$ cat src/rtl/wb_select_stage_if.sv
// ============================================================================
// Module      : wb_select_stage_if
// Description : Handshake and datapath bundle between MEM, the write-back
//               select stage and the register file.
// Revision    : 1.0
// ============================================================================
`default_nettype none

interface wb_select_stage_if #(
    parameter int DATA_W = 32,
    parameter int ADDR_W = 5
) ();
    logic              flush;
    logic              in_valid;
    logic              in_ready;
    logic [1:0]        reg_dst;
    logic [ADDR_W-1:0] rt;
    logic [ADDR_W-1:0] rd;
    logic [1:0]        wb_sel;
    logic              reg_write;
    logic [2:0]        load_type;
    logic [1:0]        byte_off;
    logic [DATA_W-1:0] alu_result;
    logic [DATA_W-1:0] mem_data;
    logic [DATA_W-1:0] pc;
    logic [DATA_W-1:0] hilo;
    logic              out_valid;
    logic              out_ready;
    logic [ADDR_W-1:0] wa;
    logic [DATA_W-1:0] wd;
    logic              we;

    modport master (
        output flush, in_valid, reg_dst, rt, rd, wb_sel, reg_write,
               load_type, byte_off, alu_result, mem_data, pc, hilo, out_ready,
        input  in_ready, out_valid, wa, wd, we
    );

    modport slave (
        input  flush, in_valid, reg_dst, rt, rd, wb_sel, reg_write,
               load_type, byte_off, alu_result, mem_data, pc, hilo, out_ready,
        output in_ready, out_valid, wa, wd, we
    );
endinterface

`default_nettype wire

$ cat src/rtl/wb_select_stage.sv
// ============================================================================
// Module      : wb_select_stage
// Description : Registered MIPS write-back select stage (destination, data,
//               load extension) behind a valid/ready 2-entry skid buffer.
// Revision    : 1.0
// ============================================================================
`default_nettype none

module wb_select_stage #(
    parameter int DATA_W      = 32,
    parameter int ADDR_W      = 5,
    parameter int LINK_OFFSET = 8,
    parameter int LINK_REG    = 31
) (
    input  wire logic         clk,
    input  wire logic         reset,
    wb_select_stage_if.slave  bus
);

    localparam logic [ADDR_W-1:0] LINK_ADDR = ADDR_W'(LINK_REG);
    localparam logic [DATA_W-1:0] LINK_INC  = DATA_W'(LINK_OFFSET);

    localparam logic [2:0] LT_LB  = 3'b001;
    localparam logic [2:0] LT_LBU = 3'b010;
    localparam logic [2:0] LT_LH  = 3'b011;
    localparam logic [2:0] LT_LHU = 3'b100;

    // Entry formed from the live inputs; only meaningful on an accept.
    logic [7:0]        w_byte;
    logic [15:0]       w_half;
    logic [DATA_W-1:0] w_load;
    logic [DATA_W-1:0] w_wd;
    logic [ADDR_W-1:0] w_wa;
    logic              w_we;

    always_comb begin
        w_byte = bus.mem_data[{bus.byte_off, 3'b000} +: 8];
        w_half = bus.mem_data[{bus.byte_off[1], 4'b0000} +: 16];
        case (bus.load_type)
            LT_LB:   w_load = {{(DATA_W-8){w_byte[7]}}, w_byte};
            LT_LBU:  w_load = {{(DATA_W-8){1'b0}}, w_byte};
            LT_LH:   w_load = {{(DATA_W-16){w_half[15]}}, w_half};
            LT_LHU:  w_load = {{(DATA_W-16){1'b0}}, w_half};
            default: w_load = bus.mem_data;
        endcase

        case (bus.wb_sel)
            2'b00:   w_wd = bus.alu_result;
            2'b01:   w_wd = w_load;
            2'b10:   w_wd = bus.pc + LINK_INC;
            default: w_wd = bus.hilo;
        endcase

        if (bus.reg_dst[1])      w_wa = LINK_ADDR;
        else if (bus.reg_dst[0]) w_wa = bus.rd;
        else                     w_wa = bus.rt;

        w_we = bus.reg_write & (w_wa != '0);
    end

    logic              main_valid_q, main_valid_d;
    logic [ADDR_W-1:0] main_wa_q,    main_wa_d;
    logic [DATA_W-1:0] main_wd_q,    main_wd_d;
    logic              main_we_q,    main_we_d;
    logic              skid_valid_q, skid_valid_d;
    logic [ADDR_W-1:0] skid_wa_q,    skid_wa_d;
    logic [DATA_W-1:0] skid_wd_q,    skid_wd_d;
    logic              skid_we_q,    skid_we_d;
    logic              in_ready_q,   in_ready_d;

    logic w_accept;
    logic w_drain;

    always_comb begin
        w_accept     = bus.in_valid & in_ready_q;
        w_drain      = main_valid_q & bus.out_ready;

        main_valid_d = main_valid_q;
        main_wa_d    = main_wa_q;
        main_wd_d    = main_wd_q;
        main_we_d    = main_we_q;
        skid_valid_d = skid_valid_q;
        skid_wa_d    = skid_wa_q;
        skid_wd_d    = skid_wd_q;
        skid_we_d    = skid_we_q;

        if (bus.flush) begin
            main_valid_d = 1'b0;
            main_wa_d    = '0;
            main_wd_d    = '0;
            main_we_d    = 1'b0;
            skid_valid_d = 1'b0;
            skid_wa_d    = '0;
            skid_wd_d    = '0;
            skid_we_d    = 1'b0;
        end else if (w_drain && skid_valid_q) begin
            // in_ready is low while the skid is full, so no accept can land here.
            main_wa_d    = skid_wa_q;
            main_wd_d    = skid_wd_q;
            main_we_d    = skid_we_q;
            skid_valid_d = 1'b0;
        end else if (w_accept && (!main_valid_q || w_drain)) begin
            main_valid_d = 1'b1;
            main_wa_d    = w_wa;
            main_wd_d    = w_wd;
            main_we_d    = w_we;
        end else if (w_accept) begin
            skid_valid_d = 1'b1;
            skid_wa_d    = w_wa;
            skid_wd_d    = w_wd;
            skid_we_d    = w_we;
        end else if (w_drain) begin
            main_valid_d = 1'b0;
        end

        in_ready_d = ~skid_valid_d;
    end

    always_ff @(posedge clk or posedge reset) begin
        if (reset) begin
            main_valid_q <= 1'b0;
            main_wa_q    <= '0;
            main_wd_q    <= '0;
            main_we_q    <= 1'b0;
            skid_valid_q <= 1'b0;
            skid_wa_q    <= '0;
            skid_wd_q    <= '0;
            skid_we_q    <= 1'b0;
            in_ready_q   <= 1'b1;
        end else begin
            main_valid_q <= main_valid_d;
            main_wa_q    <= main_wa_d;
            main_wd_q    <= main_wd_d;
            main_we_q    <= main_we_d;
            skid_valid_q <= skid_valid_d;
            skid_wa_q    <= skid_wa_d;
            skid_wd_q    <= skid_wd_d;
            skid_we_q    <= skid_we_d;
            in_ready_q   <= in_ready_d;
        end
    end

    assign bus.out_valid = main_valid_q;
    assign bus.wa        = main_wa_q;
    assign bus.wd        = main_wd_q;
    assign bus.we        = main_we_q & main_valid_q;
    assign bus.in_ready  = in_ready_q;

endmodule

`default_nettype wire
$ cat src/flat_wrapper.sv
// flat-port wrapper written by rule: the top's interface ports become plain ports
module wb_select_stage_flat 
#(
    parameter int DATA_W      = 32,
    parameter int ADDR_W      = 5,
    parameter int LINK_OFFSET = 8,
    parameter int LINK_REG    = 31
)
  (clk, reset, bus_flush, bus_in_valid, bus_reg_dst, bus_rt, bus_rd, bus_wb_sel, bus_reg_write, bus_load_type, bus_byte_off, bus_alu_result, bus_mem_data, bus_pc, bus_hilo, bus_out_ready, bus_in_ready, bus_out_valid, bus_wa, bus_wd, bus_we);
  wb_select_stage_if #(.DATA_W(DATA_W), .ADDR_W(ADDR_W)) bus_i ();
  input  wire logic clk;
  input  wire logic reset;
  input wire logic [$bits(bus_i.flush)-1:0] bus_flush;
  input wire logic [$bits(bus_i.in_valid)-1:0] bus_in_valid;
  input wire logic [$bits(bus_i.reg_dst)-1:0] bus_reg_dst;
  input wire logic [$bits(bus_i.rt)-1:0] bus_rt;
  input wire logic [$bits(bus_i.rd)-1:0] bus_rd;
  input wire logic [$bits(bus_i.wb_sel)-1:0] bus_wb_sel;
  input wire logic [$bits(bus_i.reg_write)-1:0] bus_reg_write;
  input wire logic [$bits(bus_i.load_type)-1:0] bus_load_type;
  input wire logic [$bits(bus_i.byte_off)-1:0] bus_byte_off;
  input wire logic [$bits(bus_i.alu_result)-1:0] bus_alu_result;
  input wire logic [$bits(bus_i.mem_data)-1:0] bus_mem_data;
  input wire logic [$bits(bus_i.pc)-1:0] bus_pc;
  input wire logic [$bits(bus_i.hilo)-1:0] bus_hilo;
  input wire logic [$bits(bus_i.out_ready)-1:0] bus_out_ready;
  output wire logic [$bits(bus_i.in_ready)-1:0] bus_in_ready;
  output wire logic [$bits(bus_i.out_valid)-1:0] bus_out_valid;
  output wire logic [$bits(bus_i.wa)-1:0] bus_wa;
  output wire logic [$bits(bus_i.wd)-1:0] bus_wd;
  output wire logic [$bits(bus_i.we)-1:0] bus_we;
  assign bus_i.flush = bus_flush;
  assign bus_i.in_valid = bus_in_valid;
  assign bus_i.reg_dst = bus_reg_dst;
  assign bus_i.rt = bus_rt;
  assign bus_i.rd = bus_rd;
  assign bus_i.wb_sel = bus_wb_sel;
  assign bus_i.reg_write = bus_reg_write;
  assign bus_i.load_type = bus_load_type;
  assign bus_i.byte_off = bus_byte_off;
  assign bus_i.alu_result = bus_alu_result;
  assign bus_i.mem_data = bus_mem_data;
  assign bus_i.pc = bus_pc;
  assign bus_i.hilo = bus_hilo;
  assign bus_i.out_ready = bus_out_ready;
  assign bus_in_ready = bus_i.in_ready;
  assign bus_out_valid = bus_i.out_valid;
  assign bus_wa = bus_i.wa;
  assign bus_wd = bus_i.wd;
  assign bus_we = bus_i.we;
  wb_select_stage #(.DATA_W(DATA_W), .ADDR_W(ADDR_W), .LINK_OFFSET(LINK_OFFSET), .LINK_REG(LINK_REG)) u_core (.clk(clk), .reset(reset), .bus(bus_i));
endmodule
$ cat config.mk
export PLATFORM = sky130hd
export DESIGN_NAME = wb_select_stage_flat
export DESIGN_NICKNAME = d
export VERILOG_FILES = /design/src/rtl/wb_select_stage_if.sv /design/src/rtl/wb_select_stage.sv /design/src/flat_wrapper.sv
export SDC_FILE = /design/constraint.sdc
export NUM_CORES = 1
export LEC_CHECK = 0
export ABC_AREA = 0
export BUFFER_PORTS_ARGS = -buffer_cell sky130_fd_sc_hd__buf_2
export CORE_MARGIN = 8
export CORE_UTILIZATION = 56
export DETAILED_ROUTE_END_ITERATION = 16
export GPL_ROUTABILITY_DRIVEN = 1
export PLACE_DENSITY = 0.87
export SETUP_SLACK_MARGIN = 0.3
export SLEW_MARGIN = 40
export SYNTH_ARGS = -nofsm -noshare
export SYNTH_HDL_FRONTEND = slang
export SYNTH_SLANG_ARGS = --single-unit
$ cat constraint.sdc
create_clock -name clk -period 6.52 [get_ports clk]
set_input_delay 1.63 -clock clk [delete_from_list [all_inputs] [get_ports clk]]
set_output_delay 1.63 -clock clk [all_outputs]
set_load 0.02 [all_outputs]
==> flow_summary_export.csv, run 1 <==
group,metric,value,unit
timing,tns,0,ns
critical_path,crit_chain,"buf_2, mux4_2, or3_1, nand3_1, nor2_1, a211oi_1, o32ai_1",
grt,track_usage,31.73,%
clock_network,insertion_delay,0.35,ns
synth,synthesis.nets,896,
synth,synthFlopType,"dfrtp_1",
job,maxCapViolations,0,
grt,grt_pass1_vias,6824,
critical_path,critPathMaxFanout,31,
critical_path,crit_buf_inv,1,
synth,synthCells,742,
timing,drv_slew,0,
route,dr.first_iter.drc_count,892,
place,globalplace.congestion,0.9894,
clock_network,clockBufferDepth,2,
final_layout,layout-drive-gt1-share,26.53,%
synth,ys_seq_area_share,33.99,%
route,viasPerCell,6.697,
place,dpl_cell_area,6789,sq um
route,via_count,6918,
timing,worst_pin_slew,0.8535,ns
clock_network,clock_sink_count,79,
route,drt-total-wl,22790,um
clock_network,cts-buffers-inserted,9,
timing,finClkSkew,0.008652,ns
synth,yosys.cell_types.count,74,
synth,synth_seq_cells,79,
outcome,status,"finished, final reports clean",
timing,finalSetupViolations,0,
critical_path,end_kind,"flop",
timing,fmax,258.7,MHz
synth,syn_avg_cell_area,7.844,sq um
critical_path,cp-start-kind,"input port",
final_layout,nets,1047,
route,drc_errors,0,
critical_path,critPathRequiredTime,6.72,ns
critical_path,cp_top_family,"simple AND/OR/NAND/NOR gates",
final_layout,multi_input_area,3570,sq um
die,die_y,118.0,um
die,initial_core_util,56.89,%
route,drtPass1Iterations,6,
grt,grt_max_degree,80,
critical_path,slowest_delay,0.62,ns
die,io_pins,193,
synth,yosysWarnings,0,
critical_path,path_class,"in -> reg",
pwr,powerDensity,187.5,nW/um^2
pwr,ir_worst_vdd,0.1561,mV
synth,synth_edf_count,0,
critical_path,slowest_stage,"mux4_2",
clock_network,ctsHoldBuffers,0,
place,dp_hpwl,17050,um
synth,synth.area.top_cells,"dfrtp_1 34%, o21ai_0 5.8%, a21oi_1 5.3%",
pwr,p_leak,0.003127,uW
synth,synth_async_sr_flop_share,100.0,%
final_layout,syn_to_final_growth,20.27,%
synth,synth_top_area_share,33.53,%
clock_network,htreeDepth,3,
die,die_width,118.0,um
timing,fin_crit_sh,59.29,%
timing,finalHoldViolations,0,
critical_path,cp.arrival,4.07,ns
final_layout,fin_area,7000,sq um
grt,overflow,0,
route,routedWlPerCell,22.06,um
place,port_buffers,192,
synth,yosysTopAreaCell,"dfrtp_1",
final_layout,instances_no_fill,1033,
die,die_area,13910,sq um
die,coreArea,10230,sq um
clock_network,cts_tree,"yes",
final_layout,num_antenna_cells,0,
pwr,power,1312,uW
clock_network,cts_resized,0,
final_layout,fillers,936,
timing,finalCriticalPeriod,3.866,ns
final_layout,register_area,1978,sq um
timing,slew_headroom,43.10,%
clock_network,clock-root-buffer,"clkbuf_8",
die,row_count,37,
timing,rsz0062_at_grt,"false",
place,dp_cells,1018,
grt,grt_pass1_wl,35760,um
clock_network,postCtsSetupBuffers,0,
hold_path,worstHoldPathType,"reg -> reg",
synth,netlist_area,5821,sq um
grt,antenna_found_initial,0,
clock_network,clk_pin_slew,0.08,ns
route,drtAntennaViolNets,0,
-- through the flow --
step / worst slack [ns] / hold WS [ns] / utilization [%]
detailed placement: 2.369 / 0.4768 / 66.36
global placement: 2.377 / 0.4682 / 66.15
CTS: 2.734 / 0.4943 / 68.42
floorplan: 2.868 / 0.4424 / -
finish: 2.654 / 0.4934 / 68.42
global route: 2.494 / 0.5236 / 68.42
-- cells by family after synthesis --
kind of cell | count (synthesis) | share of synthesized area (%)
AOI/OAI and AO/OA | 290 | 32.85
buffers and inverters | 72 | 4.901
xor gates and xnor gates | 17 | 2.558
muxes | 13 | 2.601
DFF | 79 | 33.99
and+or+nand+nor | 270 | 22.89
adders and majority gates | 1 | 0.2149
-- worst reg2reg max path: stages (launching register included) --
cell and delay [ns]:
dfstp_2 0.55, nand2_1 0.12, a21oi_2 0.52, nor2_1 0.33, nor2_1 0.66, o21ai_0 0.19, o22ai_1 0.16
-- worst paths after layout --
check	slack, ns	cells after the start	end	startpoint
worst max-delay path	2.65	7	u_core.bus.wd[20]	bus_byte_off[1]
worst min-delay path	0.49	2	u_core.bus.wd[0]	u_core.bus.wd[0]
worst max register to register	3.91	6	u_core.bus.wd[31]	u_core.bus.in_ready
worst min register to register	0.49	2	u_core.bus.wd[0]	u_core.bus.wd[0]
max in group asynchronous	4.59	3	u_core.skid_wa_q[4]	reset
min in group asynchronous	1.45	3	u_core.bus.wd[1]	reset
-- placed cells by master, fill, tap and decap left out, drive strengths merged, types with 15 or more instances in the layout --
| cell | Yosys | routed |
|---|---|---|
| nand2 | 72 | 72 |
| o21ai | 67 | 67 |
| o22ai | 30 | 30 |
| a21oi | 62 | 62 |
| nor2 | 70 | 70 |
| nor3 | 15 | 15 |
| nand3 | 37 | 37 |
| buf | 9 | 200 |
| dfrtp | 78 | 78 |
| a22oi | 15 | 15 |
| a211oi | 17 | 17 |
-- layer usage --
layer	global-route usage, %	part of all wire (%)	vias to the layer above
met5	0	0	-
met4	16.25	5.7	0
met3	9.209	12	89
met2	49.20	45	513
met1	39.42	37	3197
li1	-	-	3119
-- layout make-up --
class | instances | area share (%)
inverter | 12 | 0.6613
multi-input combinational | 591 | 50.99
clock inverter | 5 | 1.197
sequential | 79 | 28.26
timing repair buffer | 200 | 14.64
clock buffer | 10 | 1.823
tap | 136 | 2.431
-- state kept, by name, indices dropped and copies added (netlist names) --
| name | cells |
|---|---|
| u_core.bus.in_ready | 1 |
| u_core.bus.out_valid | 1 |
| u_core.bus.wa | 5 |
| u_core.bus.wd | 32 |
| u_core.main_we_q | 1 |
| u_core.skid_valid_q | 1 |
| u_core.skid_wa_q | 5 |
| u_core.skid_wd_q | 32 |
| u_core.skid_we_q | 1 |
-- report_power, final --
part           internal [uW]  switching [uW]  total, uW
logic                    133             243        376
clock network            214             178        392
registers                522            21.4        544
-- cell usage after synthesis (7+ instances only) --
cell      instances
xnor2_1           9
or3_1             7
nand2_1          72
mux2_2            7
a21oi_1          62
nand2b_1          9
o21ai_0          67
o22ai_1          30
nand4_1           8
nand3_1          37
clkbuf_1         51
nor2_1           70
nor3_1           15
a211oi_1         17
inv_1            12
a31oi_1           9
o221ai_1         14
dfrtp_1          78
a22oi_1          15
nor2b_1          14
xor2_1            8
o211ai_1         14
Note: power is estimated with default switching activity, not from simulation.
==> inputs of run 2 (changes only) <==
CORE_UTILIZATION = 47   (was 56)
PLACE_DENSITY = 0.78   (was 0.87)
clock period = 3.29 ns   (was 6.52 ns; I/O delays follow)
==> run 2 against run 1 <==
Effect of this change: flip-flop and latch count unchanged; first-iteration DRC count down 3.5%; clock power rose to 2.6 times the previous value; total power up 120%; critical path depth up 1; clock skew down 0.0030 ns; final area up 5.1%; register-to-register slack worse by 2.6 ns; sequential share of layout area down 1.4 points; sequential power up 99%; core utilization down 7.4 points; largest power group unchanged; highest routed layer is now met5.
==> flow_summary_export.csv, run 2 (same netlist as run 1, synthesis figures left out) <==
group,metric,value,unit
place,dpl_cell_area,7043,sq um
job,maxCapViolations,0,
timing,finClkSkew,0.005626,ns
critical_path,slowest_stage,"or3_1",
place,globalplace.congestion,0.9994,
timing,finalHoldViolations,0,
pwr,p_leak,0.003320,uW
critical_path,critPathMaxFanout,17,
pwr,p_seq_share,37.2,%
critical_path,cp.depth,8,
final_layout,final_common_cell,"buf_2",
timing,slew_headroom,51.23,%
critical_path,cp_top_family,"simple AND/OR/NAND/NOR gates",
timing,finalCriticalPeriod,2.682,ns
critical_path,reg2reg_slack,1.36,ns
route,via_count,6925,
route,drtPass1Iterations,6,
pwr,clockPowerShare,35.7,%
critical_path,cp.arrival,2.90,ns
timing,drv_slew,0,
clock_network,clock-root-buffer,"clkbuf_16",
final_layout,nets,1074,
grt,antenna_found_initial,1,
grt,grt_max_degree,47,
critical_path,crit_start,"bus_load_type[2]",
clock_network,clk_pin_slew,0.06,ns
route,drc_errors,0,
final_layout,num_antenna_cells,0,
pwr,switching_share,31.79,%
grt,overflow,0,
timing,fin_crit_sh,81.51,%
critical_path,crit_buf_inv,2,
critical_path,critPathRequiredTime,3.51,ns
outcome,status,"finished, final reports clean",
pwr,p_int,1976,uW
critical_path,cp-start-kind,"input port",
final_layout,mostFrequentLayoutCells,"192 x buf_2, 78 x dfrtp_1, 72 x nand2_1",
final_layout,utilization,61.02,%
die,row_count,40,
timing,fmax,372.9,MHz
timing,tns,0,ns
pwr,p_comb_share,27.1,%
hold_path,worstHoldPathType,"reg -> reg",
clock_network,cts-buffers-inserted,9,
clock_network,insertion_delay,0.34,ns
clock_network,htreeDepth,3,
timing,rsz0062_at_grt,"false",
timing,worst_pin_slew,0.7300,ns
die,die_y,127.3,um
place,port_buffers,192,
die,coreArea,12060,sq um
route,routedWlPerCell,21.87,um
place,dp_hpwl,18320,um
clock_network,clock_sink_count,79,
pwr,powerDensity,393.7,nW/um^2
final_layout,multi_input_area,3566,sq um
route,drtAntennaViolNets,0,
timing,setup_ws,0.6084,ns
die,initial_core_util,48.26,%
die,die_area,16200,sq um
final_layout,fillers,1136,
critical_path,crit_chain,"buf_2, or3_1, and2_1, buf_4, o2111ai_1, o311ai_0, a221oi_1, nor2_1",
clock_network,ctsHoldBuffers,0,
grt,grt_pass1_wl,37120,um
hold_path,hold_depth,2,
critical_path,path_class,"in -> reg",
timing,finalSetupViolations,0,
critical_path,r2r-start,"u_core.bus.in_ready",
final_layout,layout-drive-gt1-share,28.43,%
final_layout,syn_to_final_growth,26.44,%
critical_path,rr_worst_depth,9,
die,io_pins,193,
pwr,p_sw,921.0,uW
grt,grt_pass1_vias,6790,
critical_path,crit_path_end,"u_core.bus.wd[23]",
clock_network,clockBufferDepth,2,
die,die_width,127.3,um
critical_path,end_kind,"flop",
critical_path,slowest_delay,0.49,ns
final_layout,fin_area,7360,sq um
critical_path,worst_r2r_endpoint,"u_core.bus.wd[31]",
grt,track_usage,28.77,%
route,viasPerCell,6.336,
clock_network,cts_tree,"yes",
route,drt-total-wl,23900,um
pwr,ir_worst_vdd,0.3584,mV
place,pre_cts_slack,0.2436,ns
final_layout,register_area,1978,sq um
route,dr.first_iter.drc_count,861,
-- run 2: cell count changes in the layout (fill, tap and decap cells not counted), sizes merged --
cell and delta:
buf +27, clkbuf +3, clkinvlp -2, bufinv -1, clkinv +1
-- run 2: power groups by stage --
stage	Combinational [uW]	Clock [uW]	Sequential, uW
floorplan	369	0	1150
global placement	764	0	1090
detailed placement	768	0	1090
CTS	771	1040	1080
global route	845	1080	1080
finish	785	1030	1080
-- run 2: metal layers --
metal	track usage, %	routed length [um]
met2	45.39	10800
met1	35.99	9735
met5	0	10
met3	8.527	2398
met4	11.97	961
-- run 2: layout make-up --
type                    instances  area share [%]
multi-input cells             591           48.45
clock inverters                 3          0.5440
flip-flops and latches         79           26.88
repair buffers                227           16.97
well taps                     168           2.856
clock buffers                  13           3.672
inverters                      12          0.6290
-- run 2: worst min-delay path by stage --
stage	start	end	slack (ns)
6_report	u_core.bus.wd[0]	u_core.bus.wd[0]	0.47
5_1_grt	u_core.main_we_q	u_core.main_we_q	0.51
4_1_cts	u_core.bus.wd[0]	u_core.bus.wd[0]	0.48
3_5_place_dp	u_core.bus.wd[0]	u_core.bus.wd[0]	0.47
3_3_place_gp	u_core.bus.wd[0]	u_core.bus.wd[0]	0.46
2_1_floorplan	u_core.main_we_q	u_core.main_we_q	0.44
-- run 2: worst min-delay path, cell delays in order, from the launching register on --
cell and delay (ns):
dfrtp_1 0.34, nand2_1 0.04, o21ai_0 0.06
-- run 2: timing repair --
item,in CTS,in global routing
gates resized for setup,0,1
setup endpoints to repair,0,1
buffers inserted,0,0
-- run 2: stage by stage --
stage,instances,power (uW),hold slack [ns]
finish,1093,2897,0.4732
floorplan,742,1514,0.4424
global route,1093,3010,0.5130
CTS,1093,2886,0.4798
global placement,1077,1857,0.4591
detailed placement,1077,1862,0.4673
